<file path="src/rtl/vga_pkg.sv">
// Shared definitions for the bouncing-sprite generator: FSM states,
// colour constants and the debug view of the sprite state.
package vga_pkg;

    typedef enum logic [1:0] {
        ST_PAUSE = 2'd0,
        ST_RUN   = 2'd1,
        ST_HIT   = 2'd2
    } state_t;

    typedef struct packed {
        logic [9:0] r;
        logic [9:0] g;
        logic [9:0] b;
    } rgb_t;

    localparam rgb_t COLOR_OFF = {10'd0,    10'd0,    10'd0};
    localparam rgb_t COLOR_BOX = {10'd1023, 10'd1023, 10'd0};
    localparam rgb_t COLOR_HIT = {10'd1023, 10'd0,    10'd0};
    localparam rgb_t COLOR_BG  = {10'd0,    10'd0,    10'd512};

    // Width of the hit-flash frame counter (FLASH_FRAMES up to 256).
    localparam int FLASH_W = 8;

    // Snapshot of the internal sprite state for observation.
    // dir_x/dir_y: 0 = moving right/down, 1 = moving left/up.
    typedef struct packed {
        state_t             state;
        logic [9:0]         pos_x;
        logic [9:0]         pos_y;
        logic               dir_x;
        logic               dir_y;
        logic [FLASH_W-1:0] flash_cnt;
    } dbg_t;

endpackage

</file>
<file path="src/rtl/sprite_axis.sv">
// One axis of sprite motion: position register, direction flag and the
// move-and-bounce rule. Position only changes when step_en is high.
module sprite_axis #(
    parameter int LIMIT    = 640,
    parameter int BOX_SIZE = 32
) (
    input  logic       clk,
    input  logic       rst,
    input  logic       step_en,
    input  logic [3:0] speed,
    output logic [9:0] pos,
    output logic       dir_back,
    output logic       bounce
);

    // Largest legal top-left coordinate on this axis.
    localparam logic [10:0] EDGE = 11'(LIMIT - BOX_SIZE);

    logic [9:0]  pos_q, pos_d;
    logic        dir_q, dir_d;
    logic [10:0] pos_w, spd_w, fwd_w;

    // Arithmetic is done at 11 bits so a forward step can never wrap.
    assign pos_w = {1'b0, pos_q};
    assign spd_w = {7'b0, speed};
    assign fwd_w = pos_w + spd_w;

    // Next position/direction: step, clamp at the walls and reverse.
    always_comb begin
        pos_d  = pos_q;
        dir_d  = dir_q;
        bounce = 1'b0;
        if (step_en) begin
            if (!dir_q) begin
                if (fwd_w >= EDGE) begin
                    pos_d  = EDGE[9:0];
                    dir_d  = 1'b1;
                    bounce = 1'b1;
                end else begin
                    pos_d = fwd_w[9:0];
                end
            end else begin
                if (pos_w < spd_w) begin
                    pos_d  = 10'd0;
                    dir_d  = 1'b0;
                    bounce = 1'b1;
                end else begin
                    pos_d = pos_q - {6'b0, speed};
                end
            end
        end
    end

    // Position and direction registers.
    always_ff @(posedge clk) begin
        if (rst) begin
            pos_q <= 10'd0;
            dir_q <= 1'b0;
        end else begin
            pos_q <= pos_d;
            dir_q <= dir_d;
        end
    end

    assign pos      = pos_q;
    assign dir_back = dir_q;

endmodule

</file>
<file path="src/rtl/vga_sprite_gen.sv">
// Bouncing square sprite for a VGA controller. The box moves once per
// frame (at the last visible pixel) so it is never torn, flashes the hit
// colour for FLASH_FRAMES frames after a wall bounce and counts bounces.
module vga_sprite_gen
    import vga_pkg::*;
#(
    parameter int BOX_SIZE     = 32,
    parameter int H_ACTIVE     = 640,
    parameter int V_ACTIVE     = 480,
    parameter int FLASH_FRAMES = 8
) (
    input  logic       iClk,
    input  logic       iRst,
    input  logic [9:0] iX,
    input  logic [9:0] iY,
    input  logic       iImValid,
    input  logic       iRun,
    input  logic [3:0] iSpeed,
    output logic [9:0] oRed,
    output logic [9:0] oGreen,
    output logic [9:0] oBlue,
    output logic [7:0] oBounceCnt,
    output dbg_t       oDbg
);

    state_t             state_q, state_d;
    logic [FLASH_W-1:0] flash_q, flash_d;
    logic [7:0]         cnt_q, cnt_d;
    rgb_t               rgb_q, rgb_d;

    logic       frame_tick, move_en, any_bounce;
    logic [9:0] pos_x, pos_y;
    logic       dir_x, dir_y, bounce_x, bounce_y;
    logic       in_box;

    assign frame_tick = iImValid && (iX == 10'(H_ACTIVE - 1)) && (iY == 10'(V_ACTIVE - 1));
    assign move_en    = frame_tick && (state_q == ST_RUN || state_q == ST_HIT);
    assign any_bounce = bounce_x || bounce_y;

    sprite_axis #(.LIMIT(H_ACTIVE), .BOX_SIZE(BOX_SIZE)) u_axis_x (
        .clk      (iClk),
        .rst      (iRst),
        .step_en  (move_en),
        .speed    (iSpeed),
        .pos      (pos_x),
        .dir_back (dir_x),
        .bounce   (bounce_x)
    );

    sprite_axis #(.LIMIT(V_ACTIVE), .BOX_SIZE(BOX_SIZE)) u_axis_y (
        .clk      (iClk),
        .rst      (iRst),
        .step_en  (move_en),
        .speed    (iSpeed),
        .pos      (pos_y),
        .dir_back (dir_y),
        .bounce   (bounce_y)
    );

    // Next state and flash counter; iRun low always wins immediately.
    always_comb begin
        state_d = state_q;
        flash_d = flash_q;
        case (state_q)
            ST_PAUSE: begin
                if (iRun) state_d = ST_RUN;
            end
            ST_RUN: begin
                if (!iRun) begin
                    state_d = ST_PAUSE;
                end else if (move_en && any_bounce) begin
                    state_d = ST_HIT;
                    flash_d = FLASH_W'(FLASH_FRAMES - 1);
                end
            end
            ST_HIT: begin
                if (!iRun) begin
                    state_d = ST_PAUSE;
                end else if (frame_tick) begin
                    if (any_bounce) begin
                        flash_d = FLASH_W'(FLASH_FRAMES - 1);
                    end else if (flash_q == '0) begin
                        state_d = ST_RUN;
                    end else begin
                        flash_d = flash_q - 1'b1;
                    end
                end
            end
            default: state_d = ST_PAUSE;
        endcase
    end

    // State and flash counter registers.
    always_ff @(posedge iClk) begin
        if (iRst) begin
            state_q <= ST_PAUSE;
            flash_q <= '0;
        end else begin
            state_q <= state_d;
            flash_q <= flash_d;
        end
    end

    // Bounce counter: one increment per frame tick with any wall hit.
    always_comb begin
        cnt_d = cnt_q;
        if (move_en && any_bounce) cnt_d = cnt_q + 8'd1;
    end

    always_ff @(posedge iClk) begin
        if (iRst) cnt_q <= 8'd0;
        else      cnt_q <= cnt_d;
    end

    // Pixel colour: box/hit colour inside the sprite, background elsewhere.
    assign in_box = ({1'b0, iX} >= {1'b0, pos_x}) &&
                    ({1'b0, iX} <  {1'b0, pos_x} + 11'(BOX_SIZE)) &&
                    ({1'b0, iY} >= {1'b0, pos_y}) &&
                    ({1'b0, iY} <  {1'b0, pos_y} + 11'(BOX_SIZE));

    always_comb begin
        rgb_d = COLOR_BG;
        if (!iImValid)               rgb_d = COLOR_OFF;
        else if (in_box && state_q == ST_HIT) rgb_d = COLOR_HIT;
        else if (in_box)             rgb_d = COLOR_BOX;
    end

    // Registered colour output, one cycle behind the pixel coordinates.
    always_ff @(posedge iClk) begin
        if (iRst) rgb_q <= COLOR_OFF;
        else      rgb_q <= rgb_d;
    end

    assign oRed       = rgb_q.r;
    assign oGreen     = rgb_q.g;
    assign oBlue      = rgb_q.b;
    assign oBounceCnt = cnt_q;

    assign oDbg.state     = state_q;
    assign oDbg.pos_x     = pos_x;
    assign oDbg.pos_y     = pos_y;
    assign oDbg.dir_x     = dir_x;
    assign oDbg.dir_y     = dir_y;
    assign oDbg.flash_cnt = flash_q;

endmodule

</file>
<file path="config.mk">
export PLATFORM = sky130hd
export DESIGN_NAME = vga_sprite_gen
export DESIGN_NICKNAME = d
export VERILOG_FILES = /design/src/rtl/vga_pkg.sv /design/src/rtl/sprite_axis.sv /design/src/rtl/vga_sprite_gen.sv
export SDC_FILE = /design/constraint.sdc
export NUM_CORES = 1
export LEC_CHECK = 0
export BUFFER_PORTS_ARGS = -buffer_cell sky130_fd_sc_hd__buf_2
export CAP_MARGIN = 20
export CORE_MARGIN = 1.5
export CORE_UTILIZATION = 60
export DETAILED_ROUTE_END_ITERATION = 16
export MAX_ROUTING_LAYER = met4
export PLACE_DENSITY = 0.95
export SETUP_SLACK_MARGIN = 0.3
export SYNTH_ARGS = -nofsm -noshare
export SYNTH_HDL_FRONTEND = slang
export SYNTH_SLANG_ARGS = --single-unit
</file>
<file path="constraint.sdc">
create_clock -name iClk -period 5.19 [get_ports iClk]
set_input_delay 1.038 -clock iClk [delete_from_list [all_inputs] [get_ports iClk]]
set_output_delay 1.038 -clock iClk [all_outputs]
set_load 0.005 [all_outputs]
</file>
==> Word level (Yosys, flattened, before mapping) <==
Cells that the tools add are included.
{ "totals": {"elab_cells": 93, "memories": 0, "output_inout_bits": 70, "romBits": 0, "reg_bits": 70, "ram_bits": 0, "latchBits": 0, "inputBits": 28} }
{ "op_classes": {"n_addsub": 8, "mux": 35, "n_reduce_logical": 17, "div_mod_pow": 0, "multipliers": 0, "n_shift": 0, "n_lt_le_gt_ge": 8, "n_eq_ne": 14, "bitwise": 1} }
{ "op_table": {"columns": ["cell", "count"], "rows": [
  ["two-way mux 10 bit", 6],
  ["two-way mux 30 bit", 2],
  ["two-way mux 8 bit", 6],
  ["adder 10 x 4 -> 11 bit", 2],
  ["adder 10 x 6 -> 11 bit (second input constant)", 2],
  ["less-than comparator 10 x 11 -> 1 bit", 2],
  ["greater-or-equal comparator 10 bit", 2],
  ["less-than comparator 10 x 4 -> 1 bit", 2],
  ["subtractor 10 x 4 -> 10 bit", 2],
  ["case mux 8 bit (2 select lines)", 1],
  ["two-way mux 2 bit", 7],
  ["two-way mux 1 bit", 12],
  ["!= test 3 bit (second input constant)", 4],
  ["greater-or-equal comparator 11 x 10 -> 1 bit (second input constant)", 1],
  ["greater-or-equal comparator 11 x 9 -> 1 bit (second input constant)", 1],
  ["== test 10 bit (second input constant)", 1],
  ["== test 10 x 9 -> 1 bit (second input constant)", 1],
  ["adder 8 x 1 -> 8 bit (second input constant)", 1],
  ["logical AND 1 bit", 8],
  ["zero test 8 bit", 1],
  ["!= test 2 bit (second input constant)", 4],
  ["subtractor 8 x 1 -> 8 bit (second input constant)", 1],
  ["case mux 2 bit (3 select lines)", 1],
  ["AND reduction 6 bit", 1],
  ["other kinds (11)", 12]
]} }

==> Logic depth before layout (Yosys ltp) <==
Gate-level depths: netlist of the first run.
{ "logic_depth": {"ltp_word": 10, "ltp_mapped": 14, "mapped_depth_nobuf": 13} }

==> Cells and area by module <==
From an unflattened synthesis of the first run, not the netlist that was laid out.
{ "unflattened": {"hier_cells": 610, "hier_area_um2": 4953.5} }
{ "by_module_without_submodules": {"columns": ["module", "n_inst", "cells_per_inst", "area_each_um2", "seq_area_each_um2"], "rows": [
  ["vga_sprite_gen", 1, 306, 2433.6, 420.4],
  ["sprite_axis at u_axis_x", 1, 156, 1337.5, 220.2],
  ["sprite_axis at u_axis_y", 1, 148, 1182.4, 220.2]
]} }

==> Worst setup path after synthesis of the first run <==
No wires, ideal clock.
{ "synth_path": {"kind": "input to register", "from": "input port iSpeed[0]", "to": "register flash_q[7]", "arrival_time_ns": 3.655, "path_stages": 11, "slack_ns": 1.465, "setup_time_ns": 0.070, "path_buffers": 0, "required_time_ns": 5.120, "path_cell_list": "ha_1 fa_1 nor2b_1 o2111ai_2 mux2i_1 or3_4 o221a_4 o21ai_4 nand4_4 or4_1 a21oi_1"} }
{ "synth_via": {"elab_chain_len": 10, "elab_cells_between_ends": 23, "cone_classes": "add/sub: 2; order compare: 4; eq/ne: 2; mux: 12; reduce/logical: 3"} }
{ "synth_rtl": {"columns": ["element", "line", "rtl"], "rows": [
  ["from (decl)", "vga_sprite_gen.sv:18", "input logic [3:0] iSpeed,"],
  ["adder 10 x 4 -> 11 bit", "sprite_axis.sv:26", "assign fwd_w = pos_w + spd_w;"],
  ["greater-or-equal comparator 11 x 10 -> 1 bit or greater-or-equal comparator 11 x 9 -> 1 bit (tied branches)", "sprite_axis.sv:35", "if (fwd_w >= EDGE) begin"],
  ["two-way mux 1 bit", "sprite_axis.sv:35", null],
  ["two-way mux 1 bit", "sprite_axis.sv:34", "if (!dir_q) begin"],
  ["two-way mux 1 bit", "sprite_axis.sv:33", "if (step_en) begin"],
  ["logical OR 1 bit (*)", "vga_sprite_gen.sv:38", "assign any_bounce = bounce_x || bounce_y;"],
  ["two-way mux 8 bit", "vga_sprite_gen.sv:80", "if (any_bounce) begin"],
  ["two-way mux 8 bit", "vga_sprite_gen.sv:79", "end else if (frame_tick) begin"],
  ["two-way mux 8 bit", "vga_sprite_gen.sv:77", "if (!iRun) begin"],
  ["case mux 8 bit (2 select lines)", "vga_sprite_gen.sv:64", "case (state_q)"],
  ["to (signal assigned)", "vga_sprite_gen.sv:100", "flash_q <= flash_d;"],
  ["to (decl)", "vga_sprite_gen.sv:27", "logic [FLASH_W-1:0] flash_q, flash_d;"]
]} }
Every way passes the cells marked *; elsewhere a longest branch is shown, timed or not. The select of a mux whose other input is x is not followed.
A chain may end at the register's enable or synchronous reset.

==> Worst setup path in the final report of the first run <==
{ "layout_path": {"from": "input port iSpeed[1]", "to": "register flash_q[7]"} }
Same word-level chain as after synthesis.

==> impl_metrics.tcl, run 1 <==
set metrics [dict create \
    place_ws_ns 0.858 \
    start_util_pct 61.5 \
    cts_root_buf "sky130_fd_sc_hd__clkbuf_8" \
    portBuffers 88 \
    core.rowCount 31 \
    worst_slew_pin_slew_ns 0.788 \
    antennaDiodeCount 0 \
    tns_ns 0 \
    async_reset_ff_share_pct 0 \
    critical_path_class "primary input to flop" \
    mappedNetlistArea_mm2 0.00441 \
    place.detailed.hpwl_um 9400 \
    yosys_warnings 0 \
    post-route-drc-count 0 \
    grt_use_total_pct 32.1 \
    areaGrowthSynthToFinish_pct 9.70 \
    setup_viol 0 \
    cts-resized-gates 0 \
    aggregate_global_routing_overflow 0 \
    pin_count_of_the_biggest_net_entering_global_routing 42 \
    peakVddDrop_mv 0.102 \
    totalWireLength_um 12200 \
    end_kind "flop" \
    core_area_mm2 0.00718 \
    clock_insertion_delay_worst_skew_ns 0.30 \
    clock_tree.htree_level_count 2 \
    cts_setup_buffers 0 \
    final_layout_size_suffix_gt1_share_pct 18.5 \
    required_ns 5.41 \
    min_path_type "flop to flop" \
    wire_length_of_the_first_global_routing_pass_um 19300 \
    ctsHoldBuffers 0 \
    final_max_slew_viol_count 0 \
    netlist-cell-type-count 64 \
    io_pins 98 \
    timing.hold.worst_path_depth 2 \
    synthCells 574 \
    worst_setup_path_start_kind "primary input" \
    finalHoldViolations 0 \
    tritoncts_clock_tree "done" \
    antenna_found_initial 0 \
    final_nets 720 \
    wire_length_per_cell_after_detailed_routing_um 16.6 \
    total_leakage_power_nw 2.12 \
    layout_min_cycle_time_ns 4.05 \
    p_per_area_mw_per_mm2 155 \
    numCtsBuffers 5 \
    synth_enable_flop_cells 0 \
    mostFrequentLayoutCell "sky130_fd_sc_hd__buf_2" \
    vias_in_the_first_global_route 4107 \
    syn_area_per_cell_um2 7.69 \
    run_status "finished clean" \
    die-height_um 88.8 \
    synth_flop_cell "sky130_fd_sc_hd__dfxtp_1" \
    final_critical_path_setup_slack_ns 1.14 \
    number_of_register_bits_inferred_by_synthesis 43 \
    detail_route.vias_per_cell 6.18 \
    synth_seq_area_share_pct 19.5 \
    cts.sinks 43 \
    timing.clock.skew_ns 0.0127 \
    final.period_utilization_pct 78.1 \
    timing.critical_path.arrival_ns 4.27 \
    highest_attainable_clock_frequency_ghz 0.247 \
    worst-path-max-fanout 16 \
    initial_detailed_routing_violation_count 344 \
    rr_worst_depth 11 \
    finalWeightedCongestion 0.946 \
    clockBufferDepth 2 \
    drtPass1Iterations 6 \
    ant_nets 0 \
    worst_slew_margin_rel_pct 47.3 \
    layout.core_utilization_pct 67.4 \
    die_width_um 88.8 \
    maximum_capacitance_violations 0 \
    die-area_mm2 0.00788 \
    layout.cells.most_common_list "sky130_fd_sc_hd__buf_2 (88), sky130_fd_sc_hd__ha_1 (57), sky130_fd_sc_hd__inv_1 (52), sky130_fd_sc_hd__dfxtp_1 (43)" \
    grt_setup_unrepaired "false" \
    clkTransAtPathRegs_ns 0.09 \
    vias 4514 \
]
-- registers in the layout, summed over array words and instances, names as in the netlist, 2 cells and up --
| register | count |
|---|---|
| state_q | 2 |
| u_axis_x.pos | 10 |
| u_axis_y.pos | 10 |
| oBounceCnt | 8 |
| flash_q | 8 |
-- final timing paths --
check | startpoint | end | slack [ns]
setup / recovery | iSpeed[1] | flash_q[7] | 1.14
hold / removal | flash_q[0] | flash_q[0] | 0.47
setup reg to reg | u_axis_x.pos[0] | flash_q[7] | 1.60
hold reg to reg | flash_q[0] | flash_q[0] | 0.47
-- critical path: stages --
cell,delay (ns)
sky130_fd_sc_hd__buf_2,0.16
sky130_fd_sc_hd__inv_1,0.14
sky130_fd_sc_hd__ha_1,0.34
sky130_fd_sc_hd__nor2b_1,0.21
sky130_fd_sc_hd__o2111ai_1,0.17
sky130_fd_sc_hd__a21oi_1,0.27
sky130_fd_sc_hd__mux2_2,0.39
sky130_fd_sc_hd__o221a_4,0.29
sky130_fd_sc_hd__o21ai_4,0.38
sky130_fd_sc_hd__nand4_4,0.18
sky130_fd_sc_hd__or4_1,0.52
sky130_fd_sc_hd__a21oi_1,0.16
-- per-layer routing --
metal / vias to the layer above / routed length [um] / global-route usage, %
li1: 2163 / - / -
met1: 2070 / 4860 / 38.4
met2: 237 / 5830 / 52.5
met3: 44 / 991 / 4.85
met4: 0 / 481 / 15.9
met5: - / 0 / -
-- area by class of cell --
class / instances / area (um^2)
multi-input combinational: 439 / 3090
timing repair buffer: 90 / 455
tap: 99 / 124
sequential: 43 / 861
clock buffer: 5 / 68.8
fill: 601 / 2340
inverter: 52 / 195
clock inverter: 3 / 43.8
-- cells by family after synthesis --
group | after synthesis | share of synthesized area [%]
AND/OR/NAND/NOR | 184 | 21.2
AO/OA/AOI/OAI | 163 | 25.5
buffers and inverters | 100 | 11.1
adder cells (fa/ha/maj) | 61 | 18.0
flip-flops | 43 | 19.5
XOR/XNOR | 17 | 3.38
multiplexers | 5 | 1.22
other | 1 | 0.0850
-- metrics by stage --
step           total power [mW]  cell area [um^2]  std cells  hold slack [ns]
3_5_place_dp              0.483              4730        723            0.454
3_3_place_gp              0.475              4730        723            0.473
2_1_floorplan             0.442              4440        582            0.461
5_1_grt                   0.785              4840        731            0.494
4_1_cts                   0.752              4840        731            0.466
6_report                  0.750              4840        731            0.467
-- cell usage after synthesis, drive strengths merged (9+ instances only) --
| master | count | area (um^2) |
|---|---|---|
| nand2b | 9 | 56.3 |
| dfxtp | 43 | 861 |
| ha | 57 | 713 |
| buf | 33 | 238 |
| a211oi | 11 | 82.6 |
| nand2 | 40 | 150 |
| inv | 52 | 195 |
| nor2b | 10 | 62.6 |
| o21a | 11 | 82.6 |
| a21oi | 42 | 214 |
| nor2 | 41 | 154 |
| clkbuf | 15 | 56.3 |
| o21ai | 30 | 161 |
| xnor2 | 14 | 123 |
| nor3 | 22 | 110 |
| nand4 | 10 | 77.6 |
| nand3 | 20 | 100 |
-- power by group --
part / switching [mW] / internal (mW) / leakage (nW)
sequential: 0.00679 / 0.335 / 0.347
clock: 0.128 / 0.144 / 0.0581
combinational: 0.0823 / 0.0550 / 1.72
total: 0.217 / 0.533 / 2.12
Power figures use the tool's default switching activity.
==> inputs of run 2 (changes only) <==
--- a/config.mk
+++ b/config.mk
@@ -8,10 +8,10 @@
 export BUFFER_PORTS_ARGS = -buffer_cell sky130_fd_sc_hd__buf_2
 export CAP_MARGIN = 20
 export CORE_MARGIN = 1.5
-export CORE_UTILIZATION = 60
+export CORE_UTILIZATION = 51
 export DETAILED_ROUTE_END_ITERATION = 16
 export MAX_ROUTING_LAYER = met4
-export PLACE_DENSITY = 0.95
+export PLACE_DENSITY = 0.88
 export SETUP_SLACK_MARGIN = 0.3
 export SYNTH_ARGS = -nofsm -noshare
 export SYNTH_HDL_FRONTEND = slang
==> constraint.sdc (replaced) <==
create_clock -name iClk -period 3.29 [get_ports iClk]
set_input_delay 0.658 -clock iClk [delete_from_list [all_inputs] [get_ports iClk]]
set_output_delay 0.658 -clock iClk [all_outputs]
set_load 0.005 [all_outputs]
==> run 2 against run 1 <==
Compared with the run above:
- first-iteration DRC count rose by 17%
- combinational power rose by 120%
- global-route usage rose by 0.72 points
- flip-flop and latch count did not move
- count of clock-buffer cells in the layout rose by 1
- highest routed layer unchanged
- sequential power rose by 58%
- clock power rose by 32%
- power rose by 60%
==> impl_metrics.tcl, run 2 (synthesis results as in run 1) <==
set metrics [dict create \
    clock_tree.htree_level_count 2 \
    maximum_capacitance_violations 0 \
    mostFrequentLayoutCell "sky130_fd_sc_hd__buf_2" \
    cp-endpoint "flash_q[7]" \
    post-route-drc-count 0 \
    timing.rr.end "flash_q[7]" \
    met2_usage_pct 54.6 \
    antenna_found_initial 0 \
    timing.critical_path.arrival_ns 3.45 \
    start_util_pct 53.2 \
    p_per_area_mw_per_mm2 200 \
    total_leakage_power_nw 2.62 \
    met3_usage_pct 4.90 \
    wire_length_per_cell_after_detailed_routing_um 19.3 \
    finalHoldViolations 0 \
    portBuffers 88 \
    min_path_type "flop to flop" \
    worst_slew_pin_slew_ns 0.920 \
    setup_viol 0 \
    final_max_slew_viol_count 0 \
    setup.worst_path.start "iSpeed[1]" \
    pin_count_of_the_biggest_net_entering_global_routing 42 \
    vias 5189 \
    areaGrowthSynthToFinish_pct 35.9 \
    layout_min_cycle_time_ns 3.21 \
    antennaDiodeCount 0 \
    wire_length_of_the_first_global_routing_pass_um 22900 \
    core_area_mm2 0.00830 \
    die-area_mm2 0.00922 \
    final_nets 809 \
    layout.cells.most_common_list "sky130_fd_sc_hd__buf_2 (86), sky130_fd_sc_hd__buf_4 (85), sky130_fd_sc_hd__ha_1 (52), sky130_fd_sc_hd__inv_1 (49), sky130_fd_sc_hd__nor2_1 (41)" \
    finalPower_mw 1.20 \
    grt_use_total_pct 32.8 \
    numCtsBuffers 5 \
    area_of_the_multi_input_gates_mm2 0.00354 \
    die_width_um 96.0 \
    timing.clock.skew_ns 0.0100 \
    place.detailed.hpwl_um 10500 \
    cts_root_buf "sky130_fd_sc_hd__clkbuf_8" \
    die-height_um 96.0 \
    gr-usage-met1_pct 37.6 \
    hold_slack_ns 0.506 \
    clock_insertion_delay_worst_skew_ns 0.31 \
    cts.sinks 43 \
    critical_path_class "primary input to flop" \
    aggregate_global_routing_overflow 0 \
    required_ns 3.53 \
    io_pins 98 \
    r2r_setup_slack_ns 0.14 \
    drtPass1Iterations 5 \
    grt_setup_unrepaired "true" \
    core.rowCount 33 \
    tritoncts_clock_tree "done" \
    busiest_layer "met2" \
    detail_route.vias_per_cell 6.28 \
    worst_slew_margin_rel_pct 37.8 \
    run_status "finished clean" \
    final_layout_size_suffix_gt1_share_pct 37.3 \
    worst-path-max-fanout 4 \
    fin_area_mm2 0.00600 \
    clockBufferDepth 2 \
    vias_in_the_first_global_route 4844 \
    worst_setup_path_start_kind "primary input" \
    rr_worst_depth 11 \
    post_dp_cell_area_mm2 0.00535 \
    finalWeightedCongestion 0.944 \
    initial_detailed_routing_violation_count 401 \
    clkTransAtPathRegs_ns 0.09 \
    highest_attainable_clock_frequency_ghz 0.311 \
    r2r_start "u_axis_x.pos[0]" \
    peakVddDrop_mv 0.194 \
    regArea_um2 867 \
    ant_nets 0 \
    totalWireLength_um 15900 \
    nFillCells 617 \
    end_kind "flop" \
    final.period_utilization_pct 97.6 \
]
[run 2: cell types whose count changed in the layout (fill, tap and decap cells not counted), moves of 5 or more]
cell,previous run,this run
sky130_fd_sc_hd__a21oi_1,41,34
sky130_fd_sc_hd__ha_1,57,52
sky130_fd_sc_hd__dfxtp_2,0,5
sky130_fd_sc_hd__o21ai_0,29,23
sky130_fd_sc_hd__buf_6,0,6
sky130_fd_sc_hd__dfxtp_1,43,38
sky130_fd_sc_hd__buf_4,2,85
sky130_fd_sc_hd__a21oi_2,1,7
[run 2: per-stage QoR]
stage | std cells | utilization [%] | worst slack (ns) | TNS (ns)
after global placement | 799 | 64.4 | -0.128 | -0.998
after floorplan | 582 | - | 0.158 | 0
final | 826 | 72.2 | 0.0780 | 0
after CTS | 821 | 69.4 | 0.191 | 0
after global routing | 826 | 72.2 | 0.0184 | 0
after detailed placement | 799 | 64.4 | -0.286 | -2.59
[run 2: layer usage]
metal | vias to the layer above | part of all wire [%]
met1 | 2407 | 36
met2 | 332 | 48
met5 | - | 0
met3 | 119 | 8.8
met4 | 0 | 7.0
li1 | 2331 | -
[run 2: final cells by class]
type	count	share of cell area, %
multi-input combinational	439	59.1
timing repair buffer	179	19.5
sequential	43	14.5
inverter	52	3.30
tap	105	2.19
clock buffer	6	1.21
clock inverter	2	0.209
[run 2: what timing repair did]
item / 4_1_cts / 5_1_grt
setup endpoints to repair: 25 / 31
gates cloned: 0 / 0
resized for setup: 48 / 42
hold buffers: 0 / 0
pin swaps: 25 / 24
setup buffers: 14 / 5
[run 2: how the worst min path moves through the flow]
stage / from / to / slack (ns) / cells after the start
6_report: flash_q[5] / flash_q[5] / 0.51 / 2
5_1_grt: oBounceCnt[1] / oBounceCnt[1] / 0.53 / 2
4_1_cts: flash_q[1] / flash_q[1] / 0.49 / 2
3_5_place_dp: flash_q[1] / flash_q[1] / 0.48 / 2
3_3_place_gp: flash_q[0] / flash_q[0] / 0.46 / 2
2_1_floorplan: flash_q[0] / flash_q[0] / 0.46 / 2
[run 2: worst max-delay path, cell delays in order]
cell and delay, ns:
sky130_fd_sc_hd__buf_2 0.14, sky130_fd_sc_hd__inv_4 0.07, sky130_fd_sc_hd__ha_1 0.34, sky130_fd_sc_hd__nor2b_4 0.15, sky130_fd_sc_hd__o2111ai_2 0.17, sky130_fd_sc_hd__a21oi_2 0.23, sky130_fd_sc_hd__mux2_2 0.37, sky130_fd_sc_hd__o221a_4 0.28
sky130_fd_sc_hd__o21ai_4 0.28, sky130_fd_sc_hd__nand4_4 0.18, sky130_fd_sc_hd__or4_4 0.45, sky130_fd_sc_hd__a21oi_2 0.12
[run 2: where the power goes]
group | leakage [nW] | internal [mW] | total (mW) | switching (mW)
Sequential | 0.349 | 0.528 | 0.538 | 0.0101
Combinational | 2.23 | 0.122 | 0.306 | 0.184
Clock | 0.0412 | 0.149 | 0.358 | 0.209
